File: config.mk
export PLATFORM = sky130hd
export DESIGN_NAME = decode_stage_flat
export DESIGN_NICKNAME = d
export VERILOG_FILES = /design/src/rtl/akarin_pkg.sv /design/src/rtl/decode_stage_if.sv /design/src/rtl/imm_gen.sv /design/src/rtl/decode_stage.sv /design/src/flat_wrapper.sv
export SDC_FILE = /design/constraint.sdc
export NUM_CORES = 1
export LEC_CHECK = 0
export BUFFER_PORTS_ARGS = -buffer_cell sky130_fd_sc_hd__buf_4
export CORE_ASPECT_RATIO = 0.8
export CORE_UTILIZATION = 25
export CTS_CLUSTER_DIAMETER = 150
export DETAILED_ROUTE_END_ITERATION = 6
export HOLD_SLACK_MARGIN = 0.12
export PLACE_DENSITY_LB_ADDON = 0.08
export SETUP_SLACK_MARGIN = 0.3
export SLEW_MARGIN = 5
export SYNTH_ARGS = -nofsm -noshare
export SYNTH_HDL_FRONTEND = slang
export SYNTH_HIERARCHICAL = 1
export SYNTH_SLANG_ARGS = --single-unit
File: constraint.sdc
create_clock -name clk -period 9.6 [get_ports clk]
set_input_delay 2.4 -clock clk [delete_from_list [all_inputs] [get_ports clk]]
set_output_delay 2.4 -clock clk [all_outputs]
set_load 0.01 [all_outputs]
File: src/rtl/akarin_pkg.sv
// Shared decode definitions: RV32I opcode constants, the ALU operation
// enum, the registered decode bundle and helpers that say which source
// registers an opcode actually reads (used for load-use hazard detection).
package akarin_pkg;

    localparam logic [6:0] OPC_LUI    = 7'b0110111;
    localparam logic [6:0] OPC_AUIPC  = 7'b0010111;
    localparam logic [6:0] OPC_JAL    = 7'b1101111;
    localparam logic [6:0] OPC_JALR   = 7'b1100111;
    localparam logic [6:0] OPC_BRANCH = 7'b1100011;
    localparam logic [6:0] OPC_LOAD   = 7'b0000011;
    localparam logic [6:0] OPC_STORE  = 7'b0100011;
    localparam logic [6:0] OPC_OPIMM  = 7'b0010011;
    localparam logic [6:0] OPC_OP     = 7'b0110011;
    localparam logic [6:0] OPC_FENCE  = 7'b0001111;
    localparam logic [6:0] OPC_SYSTEM = 7'b1110011;

    typedef enum logic [3:0] {
        ALU_ADD   = 4'd0,
        ALU_SUB   = 4'd1,
        ALU_SLL   = 4'd2,
        ALU_SLT   = 4'd3,
        ALU_SLTU  = 4'd4,
        ALU_XOR   = 4'd5,
        ALU_SRL   = 4'd6,
        ALU_SRA   = 4'd7,
        ALU_OR    = 4'd8,
        ALU_AND   = 4'd9,
        ALU_PASSB = 4'd10
    } aluop_e;

    typedef struct packed {
        logic [31:0] pc;
        logic [31:0] imm;
        logic [4:0]  rs1;
        logic [4:0]  rs2;
        logic [4:0]  rd;
        aluop_e      alu_op;
        logic [2:0]  funct3;
        logic        alu_src;
        logic        mem_read;
        logic        mem_write;
        logic        reg_write;
        logic        branch;
        logic        jump;
        logic        illegal;
    } dec_t;

    function automatic logic reads_rs1(input logic [6:0] opc);
        return (opc == OPC_JALR)  || (opc == OPC_BRANCH) || (opc == OPC_LOAD) ||
               (opc == OPC_STORE) || (opc == OPC_OPIMM)  || (opc == OPC_OP);
    endfunction

    function automatic logic reads_rs2(input logic [6:0] opc);
        return (opc == OPC_BRANCH) || (opc == OPC_STORE) || (opc == OPC_OP);
    endfunction

endpackage

File: src/rtl/decode_stage_if.sv
// Fetch/execute-facing bus of the decode stage.
//   fetch side  : instrValid_i, instr_i, pc_i, flush_i -> instrReady_o
//   regfile     : rs1Num_o, rs2Num_o (read addresses)
//   execute side: decValid_o + bundle (pc_o, imm_o, rdNum_o, aluOp_o,
//                 funct3_o, control flags) <- decReady_i
// slave = decode stage, master = surrounding pipeline / bench.
interface decode_stage_if;
    import akarin_pkg::*;

    logic        instrValid_i;
    logic [31:0] instr_i;
    logic [31:0] pc_i;
    logic        instrReady_o;
    logic        flush_i;
    logic [4:0]  rs1Num_o;
    logic [4:0]  rs2Num_o;
    logic        decValid_o;
    logic        decReady_i;
    logic [31:0] pc_o;
    logic [31:0] imm_o;
    logic [4:0]  rdNum_o;
    aluop_e      aluOp_o;
    logic [2:0]  funct3_o;
    logic        aluSrc_o;
    logic        memRead_o;
    logic        memWrite_o;
    logic        regWrite_o;
    logic        branch_o;
    logic        jump_o;
    logic        illegal_o;

    modport slave (
        input  instrValid_i, instr_i, pc_i, flush_i, decReady_i,
        output instrReady_o, rs1Num_o, rs2Num_o, decValid_o, pc_o, imm_o,
               rdNum_o, aluOp_o, funct3_o, aluSrc_o, memRead_o, memWrite_o,
               regWrite_o, branch_o, jump_o, illegal_o
    );

    modport master (
        output instrValid_i, instr_i, pc_i, flush_i, decReady_i,
        input  instrReady_o, rs1Num_o, rs2Num_o, decValid_o, pc_o, imm_o,
               rdNum_o, aluOp_o, funct3_o, aluSrc_o, memRead_o, memWrite_o,
               regWrite_o, branch_o, jump_o, illegal_o
    );

endinterface

File: src/rtl/imm_gen.sv
// Combinational RV32I immediate generator.
//   instr : 32-bit instruction word
//   imm   : immediate for the opcode's format (I/S/B/U/J), sign-extended
//           from bit 31; zero for opcodes without an immediate.
module imm_gen
    import akarin_pkg::*;
(
    input  logic [31:0] instr,
    output logic [31:0] imm
);

    always_comb begin
        imm = '0;
        case (instr[6:0])
            OPC_OPIMM, OPC_LOAD, OPC_JALR:
                imm = {{20{instr[31]}}, instr[31:20]};
            OPC_STORE:
                imm = {{20{instr[31]}}, instr[31:25], instr[11:7]};
            OPC_BRANCH:
                imm = {{19{instr[31]}}, instr[31], instr[7], instr[30:25],
                       instr[11:8], 1'b0};
            OPC_LUI, OPC_AUIPC:
                imm = {instr[31:12], 12'h000};
            OPC_JAL:
                imm = {{11{instr[31]}}, instr[31], instr[19:12], instr[20],
                       instr[30:21], 1'b0};
            default:
                imm = '0;
        endcase
    end

endmodule

File: src/rtl/decode_stage.sv
// RV32I decode stage with valid/ready handshakes on both sides.
//   clk, rst : clock, asynchronous active-high reset
//   bus      : decode_stage_if.slave (fetch handshake, flush, register-file
//              read addresses, registered decode bundle to execute)
// LOAD_USE_STALL=1 inserts one bubble when the incoming instruction reads
// the destination of a load still held in this stage; 0 leaves the hazard
// to a downstream unit.
module decode_stage
    import akarin_pkg::*;
#(
    parameter int LOAD_USE_STALL = 1
) (
    input  logic          clk,
    input  logic          rst,
    decode_stage_if.slave bus
);

    logic [6:0]  opc;
    logic [2:0]  f3;
    logic [4:0]  rs1_in;
    logic [4:0]  rs2_in;
    logic [4:0]  rd_in;
    logic [31:0] imm_d;
    dec_t        dec_d;
    dec_t        dec_p1;
    logic        vld_p1;
    logic        stall;
    logic        instr_ready;
    logic        fire;

    assign opc    = bus.instr_i[6:0];
    assign f3     = bus.instr_i[14:12];
    assign rs1_in = bus.instr_i[19:15];
    assign rs2_in = bus.instr_i[24:20];
    assign rd_in  = bus.instr_i[11:7];

    imm_gen u_imm_gen (
        .instr (bus.instr_i),
        .imm   (imm_d)
    );

    // alt selects SUB/SRA; the caller only raises it where funct7[5] is meaningful.
    function automatic aluop_e alu_from_funct(input logic [2:0] fn3, input logic alt);
        case (fn3)
            3'd0:    return alt ? ALU_SUB : ALU_ADD;
            3'd1:    return ALU_SLL;
            3'd2:    return ALU_SLT;
            3'd3:    return ALU_SLTU;
            3'd4:    return ALU_XOR;
            3'd5:    return alt ? ALU_SRA : ALU_SRL;
            3'd6:    return ALU_OR;
            default: return ALU_AND;
        endcase
    endfunction

    // Branch compares: eq/ne via subtract, signed and unsigned less-than.
    function automatic aluop_e alu_for_branch(input logic [2:0] fn3);
        case (fn3[2:1])
            2'b10:   return ALU_SLT;
            2'b11:   return ALU_SLTU;
            default: return ALU_SUB;
        endcase
    endfunction

    always_comb begin
        dec_d        = '0;
        dec_d.pc     = bus.pc_i;
        dec_d.imm    = imm_d;
        dec_d.rs1    = rs1_in;
        dec_d.rs2    = rs2_in;
        dec_d.rd     = rd_in;
        dec_d.funct3 = f3;
        dec_d.alu_op = ALU_ADD;
        case (opc)
            OPC_LUI: begin
                dec_d.alu_op    = ALU_PASSB;
                dec_d.alu_src   = 1'b1;
                dec_d.reg_write = 1'b1;
            end
            OPC_AUIPC: begin
                dec_d.alu_src   = 1'b1;
                dec_d.reg_write = 1'b1;
            end
            OPC_JAL, OPC_JALR: begin
                dec_d.alu_src   = 1'b1;
                dec_d.reg_write = 1'b1;
                dec_d.jump      = 1'b1;
            end
            OPC_BRANCH: begin
                dec_d.alu_op = alu_for_branch(f3);
                dec_d.branch = 1'b1;
            end
            OPC_LOAD: begin
                dec_d.alu_src   = 1'b1;
                dec_d.mem_read  = 1'b1;
                dec_d.reg_write = 1'b1;
            end
            OPC_STORE: begin
                dec_d.alu_src   = 1'b1;
                dec_d.mem_write = 1'b1;
            end
            OPC_OPIMM: begin
                dec_d.alu_op    = alu_from_funct(f3, bus.instr_i[30] && (f3 == 3'd5));
                dec_d.alu_src   = 1'b1;
                dec_d.reg_write = 1'b1;
            end
            OPC_OP: begin
                dec_d.alu_op    = alu_from_funct(f3, bus.instr_i[30]);
                dec_d.reg_write = 1'b1;
            end
            OPC_FENCE, OPC_SYSTEM: begin
                // Legal, but nothing for this pipeline to do.
            end
            default: begin
                dec_d.illegal = 1'b1;
            end
        endcase
        if (rd_in == 5'd0) begin
            dec_d.reg_write = 1'b0;
        end
    end

    // Only a held, valid load whose rd feeds a source the incoming opcode
    // really reads causes a bubble; x0 never creates a dependency.
    always_comb begin
        stall = 1'b0;
        if ((LOAD_USE_STALL != 0) && vld_p1 && dec_p1.mem_read &&
            (dec_p1.rd != 5'd0) && bus.instrValid_i) begin
            stall = (reads_rs1(opc) && (rs1_in == dec_p1.rd)) ||
                    (reads_rs2(opc) && (rs2_in == dec_p1.rd));
        end
    end

    assign instr_ready      = (!vld_p1 || bus.decReady_i) && !stall && !bus.flush_i;
    assign fire             = bus.instrValid_i && instr_ready;
    assign bus.instrReady_o = instr_ready;

    // Register-file reads take one cycle, so the addresses follow the
    // instruction being accepted, else stay on the held bundle's sources.
    assign bus.rs1Num_o = instr_ready ? rs1_in : dec_p1.rs1;
    assign bus.rs2Num_o = instr_ready ? rs2_in : dec_p1.rs2;

    // ---- stage boundary: fetch -> decoded bundle (p1) ----
    always_ff @(posedge clk or posedge rst) begin
        if (rst) begin
            vld_p1 <= 1'b0;
            dec_p1 <= '0;
        end else if (bus.flush_i) begin
            vld_p1 <= 1'b0;
        end else if (fire) begin
            vld_p1 <= 1'b1;
            dec_p1 <= dec_d;
        end else if (bus.decReady_i) begin
            vld_p1 <= 1'b0;
        end
    end

    assign bus.decValid_o = vld_p1;
    assign bus.pc_o       = dec_p1.pc;
    assign bus.imm_o      = dec_p1.imm;
    assign bus.rdNum_o    = dec_p1.rd;
    assign bus.aluOp_o    = dec_p1.alu_op;
    assign bus.funct3_o   = dec_p1.funct3;
    assign bus.aluSrc_o   = dec_p1.alu_src;
    assign bus.memRead_o  = dec_p1.mem_read;
    assign bus.memWrite_o = dec_p1.mem_write;
    assign bus.regWrite_o = dec_p1.reg_write;
    assign bus.branch_o   = dec_p1.branch;
    assign bus.jump_o     = dec_p1.jump;
    assign bus.illegal_o  = dec_p1.illegal;

endmodule
File: src/flat_wrapper.sv
// flat-port wrapper written by rule: the top's interface ports become plain ports
module decode_stage_flat import akarin_pkg::*;
#(
    parameter int LOAD_USE_STALL = 1
)
  (clk, rst, bus_instrValid_i, bus_instr_i, bus_pc_i, bus_flush_i, bus_decReady_i, bus_instrReady_o, bus_rs1Num_o, bus_rs2Num_o, bus_decValid_o, bus_pc_o, bus_imm_o, bus_rdNum_o, bus_aluOp_o, bus_funct3_o, bus_aluSrc_o, bus_memRead_o, bus_memWrite_o, bus_regWrite_o, bus_branch_o, bus_jump_o, bus_illegal_o);
  decode_stage_if bus_i ();
  input  logic clk;
  input  logic rst;
  input wire logic [$bits(bus_i.instrValid_i)-1:0] bus_instrValid_i;
  input wire logic [$bits(bus_i.instr_i)-1:0] bus_instr_i;
  input wire logic [$bits(bus_i.pc_i)-1:0] bus_pc_i;
  input wire logic [$bits(bus_i.flush_i)-1:0] bus_flush_i;
  input wire logic [$bits(bus_i.decReady_i)-1:0] bus_decReady_i;
  output wire logic [$bits(bus_i.instrReady_o)-1:0] bus_instrReady_o;
  output wire logic [$bits(bus_i.rs1Num_o)-1:0] bus_rs1Num_o;
  output wire logic [$bits(bus_i.rs2Num_o)-1:0] bus_rs2Num_o;
  output wire logic [$bits(bus_i.decValid_o)-1:0] bus_decValid_o;
  output wire logic [$bits(bus_i.pc_o)-1:0] bus_pc_o;
  output wire logic [$bits(bus_i.imm_o)-1:0] bus_imm_o;
  output wire logic [$bits(bus_i.rdNum_o)-1:0] bus_rdNum_o;
  output wire logic [$bits(bus_i.aluOp_o)-1:0] bus_aluOp_o;
  output wire logic [$bits(bus_i.funct3_o)-1:0] bus_funct3_o;
  output wire logic [$bits(bus_i.aluSrc_o)-1:0] bus_aluSrc_o;
  output wire logic [$bits(bus_i.memRead_o)-1:0] bus_memRead_o;
  output wire logic [$bits(bus_i.memWrite_o)-1:0] bus_memWrite_o;
  output wire logic [$bits(bus_i.regWrite_o)-1:0] bus_regWrite_o;
  output wire logic [$bits(bus_i.branch_o)-1:0] bus_branch_o;
  output wire logic [$bits(bus_i.jump_o)-1:0] bus_jump_o;
  output wire logic [$bits(bus_i.illegal_o)-1:0] bus_illegal_o;
  assign bus_i.instrValid_i = bus_instrValid_i;
  assign bus_i.instr_i = bus_instr_i;
  assign bus_i.pc_i = bus_pc_i;
  assign bus_i.flush_i = bus_flush_i;
  assign bus_i.decReady_i = bus_decReady_i;
  assign bus_instrReady_o = bus_i.instrReady_o;
  assign bus_rs1Num_o = bus_i.rs1Num_o;
  assign bus_rs2Num_o = bus_i.rs2Num_o;
  assign bus_decValid_o = bus_i.decValid_o;
  assign bus_pc_o = bus_i.pc_o;
  assign bus_imm_o = bus_i.imm_o;
  assign bus_rdNum_o = bus_i.rdNum_o;
  assign bus_aluOp_o = bus_i.aluOp_o;
  assign bus_funct3_o = bus_i.funct3_o;
  assign bus_aluSrc_o = bus_i.aluSrc_o;
  assign bus_memRead_o = bus_i.memRead_o;
  assign bus_memWrite_o = bus_i.memWrite_o;
  assign bus_regWrite_o = bus_i.regWrite_o;
  assign bus_branch_o = bus_i.branch_o;
  assign bus_jump_o = bus_i.jump_o;
  assign bus_illegal_o = bus_i.illegal_o;
  decode_stage #(.LOAD_USE_STALL(LOAD_USE_STALL)) u_core (.clk(clk), .rst(rst), .bus(bus_i));
endmodule
## Word level (Yosys, flattened, before mapping)

Index checks and enable logic that the tools add are counted.

| word-level totals | value |
|---|---|
| input bits | 69 |
| bits in latches | 0 |
| ROM bits | 0 |
| register bits | 94 |
| memory bits (writable) | 0 |
| output and inout port bits | 95 |
| memories kept | 0 |
| logic and storage cells | 92 |

| cells by class | value |
|---|---|
| reductions and logical operators | 32 |
| $mul | 0 |
| magnitude comparators | 0 |
| multiplexer cells | 23 |
| shift-type cells | 0 |
| eq/ne operators | 21 |
| $add $sub $neg | 0 |
| bitwise operators | 1 |
| divide/modulo/power cells | 0 |

Operator list:

| operator | number |
|---|---|
| $pmux 32 s5 | 1 |
| $pmux 4 s7 | 2 |
| $eq 7x7->1 const B | 4 |
| $eq 7x6->1 const B | 3 |
| $mux 1 | 16 |
| $pmux 4 s4 | 1 |
| $eq 7x5->1 const B | 2 |
| $reduce_or 7->1 | 2 |
| $reduce_or 11->1 | 1 |
| $eq 5x5->1 | 2 |
| $mux 5 | 2 |
| $eq 3x3->1 const B | 3 |
| $logic_and 1x1->1 | 9 |
| $logic_or 1x1->1 | 9 |
| $eq 7x2->1 const B | 1 |
| $eq 7x4->1 const B | 1 |
| $eq 3x2->1 const B | 2 |
| $pmux 3 s2 | 1 |
| $logic_not 5->1 | 1 |
| $reduce_bool 5->1 | 1 |
| $eq 2x2->1 const B | 2 |
| $reduce_or 2->1 | 2 |
| $eq 3x1->1 const B | 1 |
| $logic_not 1->1 | 3 |
| other kinds (5) | 5 |

## Logic depth before layout (Yosys ltp)

| logic depth | value |
|---|---|
| depth in word-level cells | 15 |
| depth in mapped cells | 9 |
| mapped depth without buffers | 6 |

## Hierarchy

Netlist, hierarchy kept.

Modules (own cells, without submodules):

| module | seq. area each (um2) | cells each | times used | area each (um2) |
|---|---|---|---|---|
| decode_stage | 2352.3 | 373 | 1 | 4976.0 |
| imm_gen | 0.0 | 79 | 1 | 546.8 |

## Least setup slack after synthesis

No wires, ideal clock.

| path | value |
|---|---|
| path type | in2out |
| from | input port bus_instr_i[3] |
| to | output port bus_rs1Num_o[0] |
| arrival | 3874 ps |
| data required time | 7200 ps |
| slack | 3326 ps |
| path buffers | 1 |
| stages | 7 |
| path through | and4bb_2 > nand2_1 > a2111oi_4 > o21ai_2 > nand2_1 > buf_2 > mux2_2 |

| on the way | value |
|---|---|
| cells in the longest elaborated chain, start to end | 13 |
| elaborated cells on any way between the ends | 21 |
| classes of those cells | 6 x eq/ne; 2 x mux; 13 x reduce/logical |

RTL lines:

| item | line | RTL |
|---|---|---|
| start: declaration | flat_wrapper.sv:11 | `input wire logic [$bits(bus_i.instr_i)-1:0] bus_instr_i;` |
| $eq 7x7->1 (on tied branches) | akarin_pkg.sv:50, akarin_pkg.sv:55 |  |
| $logic_or 1x1->1 (3 in series) | akarin_pkg.sv:50 | `return (opc == OPC_JALR) \|\| (opc == OPC_BRANCH) \|\| (opc == OPC_LOAD) \|\|` |
| $logic_or 1x1->1 (2 in series) | akarin_pkg.sv:51 | `(opc == OPC_STORE) \|\| (opc == OPC_OPIMM) \|\| (opc == OPC_OP);` |
| $logic_and 1x1->1 | decode_stage.sv:129 | `stall = (reads_rs1(opc) && (rs1_in == dec_p1.rd)) \|\|` |
| $logic_or 1x1->1 (*) | decode_stage.sv:129 |  |
| $mux 1 (*) | decode_stage.sv:127 | `if ((LOAD_USE_STALL != 0) && vld_p1 && dec_p1.mem_read &&` |
| $logic_not 1->1 (*) | decode_stage.sv:134 | `assign instr_ready = (!vld_p1 \|\| bus.decReady_i) && !stall && !bus.flush_i;` |
| $logic_and 1x1->1 (*) (2 in series) | decode_stage.sv:134 |  |
| $mux 5 (*) | decode_stage.sv:140 | `assign bus.rs1Num_o = instr_ready ? rs1_in : dec_p1.rs1;` |
| end: declaration | flat_wrapper.sv:16 | `output wire logic [$bits(bus_i.rs1Num_o)-1:0] bus_rs1Num_o;` |

Every way passes the cells marked *; elsewhere a longest branch is shown, timed or not.

## Worst setup path after layout

| path | value |
|---|---|
| from | input port bus_instr_i[2] |
| to | output port bus_rs1Num_o[4] |

The elaborated chain is that of the path after synthesis.

==> out/summary.txt <==
Clk pin slew, worst setup/hold paths: 0.06 ns
most common flop cell mapped by yosys: dfrtp_1
number of H-tree levels: 3
ranking of synthesized cells by area: dfrtp_1 (43%), mux2_4 (18%), buf_4 (10%), mux2_1 (4.7%), mux2_2 (2.0%)
status: completed
CP Max Fanout: 20
Clock Latency Late Sink: 0.35 ns
WL/cell: 18.4 µm
Synthesis Warnings: 6
pre-CTS WS: 2.48 ns
count of input and output buffers: 163
Final Hold Slack: 0.488 ns
io pins: 164
Post-synth EDFFs: 0
Seq cells post-synth: 94
Worst Clk Skew: 0.00851 ns
Post-CTS Setup Inserts: 0
drt initial violations: 229
synthesized area: 0.00552 mm²
WS Path Type: in2out
synth-to-layout area growth: 20.5%
Die ar.: 0.0227 mm²
layout cell share with drive strength beyond 1: 52.2%
final worst slack: 2.52 ns
number of remaining DRC errors: 0
final hold viol count: 0
Worst R2R Path Depth: 7
fmax: 141 MHz
Worst-Margin Slew: 1.00 ns
Rows: 48
worst r2r src: u_core/bus.rdNum_o[0]
Tot GR Track Use: 13.3%
final wirelength: 14.9 mm
async set-reset flop share out of synthesis: 100%
Hold Startpoint: u_core/bus.jump_o
starting density of the core: 25.5%
Peak VDD IR: 0.0827 mV
Yosys top cell area share: 42.6%
final-stage net count: 597
post-synth cell types: 56
diodes inserted: 0
Slew Viols, Final: 0
Synth area leader: dfrtp_1
Final Core Density: 30.8%
GP Congestion: 0.788
Design Power: 1.07 mW
RR Endpoint: u_core/bus.imm_o[30]
Relative slew margins: 33.3%
clk root buf: clkbuf_16
fin crit period: 7.08 ns
Mapped Cells: 452
die height: 135 µm
post-route ant nets: 0
Mean Syn Cell Area: 12.2 µm²
Die X: 168 µm
commonest cells in the synthesized netlist: dfrtp_1 (94), buf_4 (77), mux2_4 (67)
most frequent cell after synthesis: dfrtp_1
crit path capture type: primary output
max-cap violations: 0
PD cells: 161 mW/mm²
Worst Hold Class: reg2reg
CP Launch Type: input pin
post-cts resize count: 0
RSZ-0062 raised after global routing: no
Core Box Area: 0.0216 mm²
Setup TNS: 0 ns
first-pass GRT wire length: 22.6 mm
Seq/Total Area, Yosys: 42.6%
Worst Hold Depth: 1
hpwl dp: 10.7 mm
via count: 3560
via count of the first global-routing pass: 3531
Hold Path Sink: u_core/bus.jump_o
antenna violations before repair: 0
R2R Setup Slk: 6.05 ns
TritonCTS clock tree: built
Final Setup Violations: 0
Leak: 3.16 nW
maximum number of pins on one net before global-route repair: 58
Post-Syn Nets: 521
routed vias/inst: 4.41
fill count: 2217
CTS sink count: 94
period utilization: 73.8%
crit path DAT: 4.68 ns
Pre-antenna DRT Iters: 4
CTS buffer count: 9
CP Data Required Time: 7.20 ns
global route overflow: 0
Max Root-Sink Buffers: 2
worst setup path start: bus_instr_i[2]
Hold Buf Count CTS: 0
==> per-stage QoR <==
stage	cell area, µm²	std cells
5_1_grt	6660	808
3_5_place_dp	6370	792
4_1_cts	6660	808
2_1_floorplan	5520	452
6_report	6660	808
3_3_place_gp	6370	792
==> layout by cell type, fill, tap and decap left out, types with 3 or more instances in the layout <==
cell type	n
buf_4	165
dfrtp_1	94
mux2_4	67
mux2_1	23
o21ai_0	19
nand3_1	16
nand2_1	11
nor2_1	10
mux2_2	10
clkbuf_16	9
a21oi_1	8
a21o_2	8
xnor2_1	7
nor2b_1	6
inv_1	5
nor3_1	4
nand2b_1	4
a22o_1	4
inv_6	3
xor2_1	3
and2b_1	3
==> layout make-up <==
| class | instances | area (µm²) | area share (%) |
|---|---|---|---|
| Clock buffer | 10 | 239 | 3.59 |
| Tap cell | 275 | 344 | 5.17 |
| Sequential cell | 94 | 2350 | 35.3 |
| Clock inverter | 6 | 50.0 | 0.752 |
| Multi-Input combinational cell | 252 | 2410 | 36.2 |
| Timing Repair Buffer | 165 | 1240 | 18.6 |
| Inverter | 6 | 25.0 | 0.376 |
==> logic make-up (layout without fill, tap and decap cells) <==
logic type | Yosys count | in the layout | share of synthesized area [%]
buffers and inverters | 106 | 187 | 13.8
and+or+nand+nor | 79 | 79 | 8.54
AOI/OAI and AO/OA | 61 | 61 | 8.16
DFF | 94 | 94 | 42.6
xor gates and xnor gates | 10 | 10 | 1.59
muxes | 102 | 102 | 25.3
==> flip-flops by register name (all words and copies together), names as in the netlist <==
name	cells
u_core/bus.aluOp_o	4
u_core/bus.aluSrc_o	1
u_core/bus.branch_o	1
u_core/bus.decValid_o	1
u_core/bus.funct3_o	3
u_core/bus.illegal_o	1
u_core/bus.imm_o	32
u_core/bus.jump_o	1
u_core/bus.memRead_o	1
u_core/bus.memWrite_o	1
u_core/bus.pc_o	32
u_core/bus.rdNum_o	5
u_core/bus.regWrite_o	1
u_core/dec_p1	10
==> critical path, stage by stage <==
cell and delay (ns):
buf_4 0.18, and4bb_2 0.35, nand2_1 0.12, a2111oi_4 0.34, o21ai_2 0.13, nand2_1 0.59
mux2_2 0.42, buf_4 0.14
==> metal layers <==
| layer | track usage [%] | wire [µm] | vias to the layer above |
|---|---|---|---|
| met5 | 0 | 0 | - |
| met4 | 3.48 | 156 | 0 |
| met3 | 3.72 | 1010 | 9 |
| met2 | 19.1 | 6370 | 134 |
| met1 | 19.3 | 7320 | 1735 |
| li1 | - | - | 1682 |
==> power by group <==
| group | total [mW] | switching, mW | internal, mW | leakage [nW] |
|---|---|---|---|---|
| combinational | 0.246 | 0.106 | 0.140 | 1.83 |
| clock | 0.357 | 0.171 | 0.186 | 0.136 |
| sequential | 0.467 | 0.0293 | 0.437 | 1.19 |
==> worst max-delay path by stage <==
stage	endpoint	slack, ns	cells after the start
2_1_floorplan	bus_rs1Num_o[0]	3.33	7
3_3_place_gp	bus_rs2Num_o[1]	2.51	8
3_5_place_dp	bus_rs1Num_o[4]	2.48	8
4_1_cts	bus_rs1Num_o[4]	2.48	8
5_1_grt	bus_rs1Num_o[3]	2.41	8
6_report	bus_rs1Num_o[4]	2.52	8
Note: power is estimated with default switching activity, not from simulation.
